[config.mk]
export PLATFORM = sky130hd
export DESIGN_NAME = clock_divider_prog
export DESIGN_NICKNAME = d
export VERILOG_FILES = /design/src/rtl/clock_div_pkg.sv /design/src/rtl/clock_divider_prog.sv
export SDC_FILE = /design/constraint.sdc
export NUM_CORES = 1
export LEC_CHECK = 0
export CORE_ASPECT_RATIO = 1.75
export CORE_MARGIN = 5
export CORE_UTILIZATION = 50
export DETAILED_ROUTE_END_ITERATION = 8
export PLACE_DENSITY = 0.71
export SLEW_MARGIN = 0
export SYNTH_ARGS = -nofsm -noshare
export SYNTH_HDL_FRONTEND = slang
export SYNTH_SLANG_ARGS = --single-unit
[constraint.sdc]
create_clock -name clk_in -period 3.7 [get_ports clk_in]
set_input_delay 0.37 -clock clk_in [delete_from_list [all_inputs] [get_ports clk_in]]
set_output_delay 0.37 -clock clk_in [all_outputs]
set_load 0.05 [all_outputs]
[src/rtl/clock_div_pkg.sv]
// Shared definitions for the programmable clock divider.
//   state_e   : divider FSM states (IDLE, RUN, DRAIN)
//   MIN_DIV   : smallest divisor the divider accepts
//   clamp_div : raises any requested divisor below MIN_DIV up to MIN_DIV
package clock_div_pkg;

  typedef enum logic [1:0] {
    IDLE  = 2'd0,
    RUN   = 2'd1,
    DRAIN = 2'd2
  } state_e;

  localparam int unsigned MIN_DIV = 2;

  function automatic logic [31:0] clamp_div(input logic [31:0] v);
    return (v < MIN_DIV) ? 32'(MIN_DIV) : v;
  endfunction

endpackage

[src/rtl/clock_divider_prog.sv]
// Runtime-programmable, glitch-free clock divider.
// Divides clk_in by N (2..2^CNT_W-1). Each period is floor(N/2) cycles high followed by
// N-floor(N/2) cycles low. Divisor changes and stops only take effect at period boundaries.
//   clk_in  : system clock
//   rst_n   : asynchronous active-low reset
//   en      : run request; dropping it finishes the current period before stopping
//   load    : single-cycle strobe capturing div_val
//   div_val : requested divisor
//   clk_out : registered divided clock
//   tick    : one-cycle pulse coincident with each rising edge of clk_out
//   cur_div : divisor of the period currently running
//   running : high in RUN and DRAIN
module clock_divider_prog
  import clock_div_pkg::*;
#(
  parameter int unsigned CNT_W       = 16,
  parameter int unsigned DEFAULT_DIV = 4
) (
  input  logic             clk_in,
  input  logic             rst_n,
  input  logic             en,
  input  logic             load,
  input  logic [CNT_W-1:0] div_val,
  output logic             clk_out,
  output logic             tick,
  output logic [CNT_W-1:0] cur_div,
  output logic             running
);

  state_e           state_q, state_d;
  logic [CNT_W-1:0] cnt_q, cnt_d;
  logic [CNT_W-1:0] cur_q, cur_d;
  logic [CNT_W-1:0] pend_q, pend_d;
  logic             clk_q, clk_d;
  logic             tick_q, tick_d;

  logic [CNT_W-1:0] clamped;
  logic [CNT_W-1:0] next_div;
  logic [CNT_W-1:0] half;
  logic [CNT_W-1:0] cnt_inc;
  logic             last;

  assign clamped  = CNT_W'(clamp_div(32'(div_val)));
  // A load on the same edge as a period start takes effect immediately.
  assign next_div = load ? clamped : pend_q;
  assign half     = cur_q >> 1;
  assign cnt_inc  = cnt_q + CNT_W'(1);
  assign last     = (cnt_q == cur_q - CNT_W'(1));

  always_comb begin
    state_d = state_q;
    cnt_d   = cnt_q;
    clk_d   = clk_q;
    tick_d  = 1'b0;
    cur_d   = cur_q;
    pend_d  = load ? clamped : pend_q;

    unique case (state_q)
      IDLE: begin
        cnt_d = '0;
        clk_d = 1'b0;
        if (en) begin
          state_d = RUN;
          clk_d   = 1'b1;
          tick_d  = 1'b1;
          cur_d   = next_div;
        end
      end
      RUN, DRAIN: begin
        if (last) begin
          cnt_d = '0;
          if (state_q == RUN && en) begin
            clk_d  = 1'b1;
            tick_d = 1'b1;
            cur_d  = next_div;
          end else begin
            // DRAIN always ends in IDLE, even if en came back during the drain.
            state_d = IDLE;
            clk_d   = 1'b0;
          end
        end else begin
          cnt_d = cnt_inc;
          if (cnt_inc == half) begin
            clk_d = 1'b0;
          end
          if (state_q == RUN && !en) begin
            state_d = DRAIN;
          end
        end
      end
      default: begin
        state_d = IDLE;
        cnt_d   = '0;
        clk_d   = 1'b0;
      end
    endcase
  end

  always_ff @(posedge clk_in or negedge rst_n) begin
    if (!rst_n) begin
      state_q <= IDLE;
      cnt_q   <= '0;
      clk_q   <= 1'b0;
      tick_q  <= 1'b0;
      cur_q   <= CNT_W'(DEFAULT_DIV);
      pend_q  <= CNT_W'(DEFAULT_DIV);
    end else begin
      state_q <= state_d;
      cnt_q   <= cnt_d;
      clk_q   <= clk_d;
      tick_q  <= tick_d;
      cur_q   <= cur_d;
      pend_q  <= pend_d;
    end
  end

  assign clk_out = clk_q;
  assign tick    = tick_q;
  assign cur_div = cur_q;
  assign running = (state_q != IDLE);

endmodule

==> results.txt <==
Post-CTS Setup Inserts: 0
Worst path slowest cell: dfrtp_1
# Max-Cap Violations: 0
net switching power: 0.00134 W
slew margin rel.: 0.490
final-report max-slew violation count: 0
WL final: 6960 um
Post-synth EDFFs: 0
cells after synthesis: 305
Iter 0 DRT Violations: 67
largest net degree at the start of global routing: 33
Tmin final: 3.15 ns
required time worst endpoint: 3.89 ns
post-synth cell types: 53
placer congestion estimate: 0.908
Inserted Clock Buffers: 5
FF+latch count, synth: 52
syn nets: 330
LEAKAGE: 1.46 nW
worst hold path type: primary input to asynchronous set/reset pin
Post-Syn Area: 3170 um2
Setup CP Type: flip-flop to flip-flop
per-cell routed wire length: 16.9 um
Arr. time, crit path: 3.34 ns
io pins: 39
crit share post-route: 0.852
switching fraction of total power: 0.465
Hold Buf Count CTS: 0
first-pass detailed-route iteration total: 4
crit-path max FO: 16
Synth async-reset ratio: 1.00
top_reg_cell synth: dfrtp_1
final setup fails: 0
first-pass GRT wire length: 11400 um
GRT Util Overall: 0.178
routed vias: 2313
cell internal pwr: 0.00153 W
most common cell after layout, fill and taps aside: dfrtp_1
ANT cells: 0
power per standard cell area: 787 nW/um2
CTS root buf: clkbuf_8
synthesized area per cell: 10.4 um2
Detail Route Antenna Nets: 0
Remaining Overflow, GRT: 0
Setup TNS: 0 ns
post-cts gate resize count: 0
CP endpoint kind: flip-flop
delay of the slowest critical-path stage: 0.50 ns
clk sink count: 52
ordered cell list for the critical path: nor4_4 > nand2_1 > or4_1 > a21oi_1 > nor4b_1 > a31o_2 > nand2_4 > mux2_4
Cells after DPL: 403
status: finished clean
Gate power share: 0.542
core area: 6180 um2
number of global-route vias before repair: 2325
Initial Util: 0.513
Slew @ Worst Pin: 0.762 ns
Seq/Total Area, Yosys: 0.411
Max Clock Freq: 317 MHz
share of layout cells above drive strength 1: 0.151
row cnt: 38
vias per inst: 5.63
cell area after layout: 3650 um2
htree depth: 2
initial antenna violation count: 0
register share of total power: 0.341
Worst-path clk slew: 0.09 ns
Placed Area: 3550 um2
die area: 8100 um2
YS warnings: 0
Layout area overhead: 14.9%
CTS tree: yes
Post-Layout Cell Count: 411
Max VDD drop: 0.552 mV
IO Port Bufs: 38
Final nets: 355
commonest non-fill, non-tap cells in the layout: dfrtp_1, clkdlybuf4s50_1, nor2_1
clock latency on the worst-skew pair: 0.30 ns
Die H: 115 um
Hold Fails Final Rpt: 0
CTS max path bufs: 2
clock power share: 0.117
Max Clock Skew: 0.00806 ns
DRC: 0
RSZ-0062 raised after global routing: false
Worst Setup Start Kind: flip-flop
DP Wirelength: 5300 um
Die Width: 70.2 um
-- area by class of cell --
class                           count  area [um2]
Clock buffer                        7        86.3
Clock inverter                      1        7.51
Fill cell                         533        2530
Inverter                           10        37.5
Multi-Input combinational cell    221        1720
Sequential cell                    52        1300
Tap cell                           80         100
Timing Repair Buffer               40         390
-- cell families (layout without fill, tap and decap cells) --
group / count (synthesis) / in the layout / share of synthesized area
fa+ha+maj: 5 / 5 / 0.0197
simple gates: 103 / 103 / 0.185
mux: 36 / 36 / 0.138
xor+xnor: 46 / 46 / 0.132
flops: 52 / 52 / 0.411
buf+inv: 32 / 58 / 0.0469
compound gates: 31 / 31 / 0.0686
-- power groups by stage --
stage / clock [W] / combinational [W] / sequential [W]
after floorplan: 0 / 0.000956 / 0.00118
after global placement: 0 / 0.00155 / 0.000984
after detailed placement: 0 / 0.00155 / 0.000992
after CTS: 0.000342 / 0.00156 / 0.000980
after global routing: 0.000373 / 0.00166 / 0.00101
final: 0.000335 / 0.00156 / 0.000980
-- Yosys cell counts, types with 3 or more instances --
cell type	count	share of area
nor4_1	6	0.012
xnor2_1	32	0.088
nor2_1	34	0.040
nor3_1	6	0.0095
and3_1	3	0.0059
or4_1	3	0.0071
o2111ai_1	3	0.0083
mux2_4	10	0.047
a31oi_1	5	0.0099
nand4_1	7	0.014
mux2i_1	5	0.016
buf_6	3	0.011
o21ai_0	4	0.0063
ha_1	5	0.020
nand3_1	8	0.013
clkbuf_1	15	0.018
nand2_1	12	0.014
xor2_1	13	0.036
dfrtp_1	50	0.39
mux2_2	20	0.071
nor3b_1	3	0.0071
and2_1	3	0.0059
a21oi_1	8	0.013
inv_1	10	0.012
nor4b_1	3	0.0083
-- per-stage QoR --
step	hold WS (ns)	setup slack (ns)	util	power [W]
after floorplan	0.0744	0.589	-	0.00213
after global placement	0.363	0.592	0.575	0.00253
after detailed placement	0.364	0.590	0.575	0.00255
after CTS	0.0327	0.560	0.590	0.00288
after global routing	0.0449	0.297	0.590	0.00304
final	0.0203	0.547	0.590	0.00287
-- critical path, delay by kind of cell (launching register included) --
kind / cells / cell delay (ns)
AND/OR/NAND/NOR: 5 / 1.70
AO/OA/AOI/OAI: 2 / 0.47
flip-flops: 1 / 0.50
multiplexers: 1 / 0.36
-- per-layer routing --
| metal | track usage | part of all wire | vias to the layer above |
|---|---|---|---|
| met4 | 0.0614 | 0.021 | 0 |
| li1 | - | - | 1112 |
| met1 | 0.203 | 0.40 | 1133 |
| met5 | 0 | 0 | - |
| met2 | 0.330 | 0.54 | 56 |
| met3 | 0.0324 | 0.038 | 12 |
-- path summary, 6_finish.rpt --
kind / start / endpoint / slack, ns / depth (start not counted)
max: cur_div[3] / cur_div[9] / 0.55 / 8
min: rst_n / state_q[1] / 0.02 / 1
max reg2reg: cur_div[3] / cur_div[9] / 0.55 / 8
min reg2reg: clk_out / clk_out / 0.50 / 1
max in group asynchronous: rst_n / cur_div[8] / 2.90 / 2
min in group clk_in: clk_out / clk_out / 0.50 / 1
-- state kept, by name (all words and copies together) (netlist names) --
signal,count
cnt_q,16
clk_out,1
pend_q,16
state_q,2
tick,1
cur_div,16
Power figures use the tool's default switching activity.
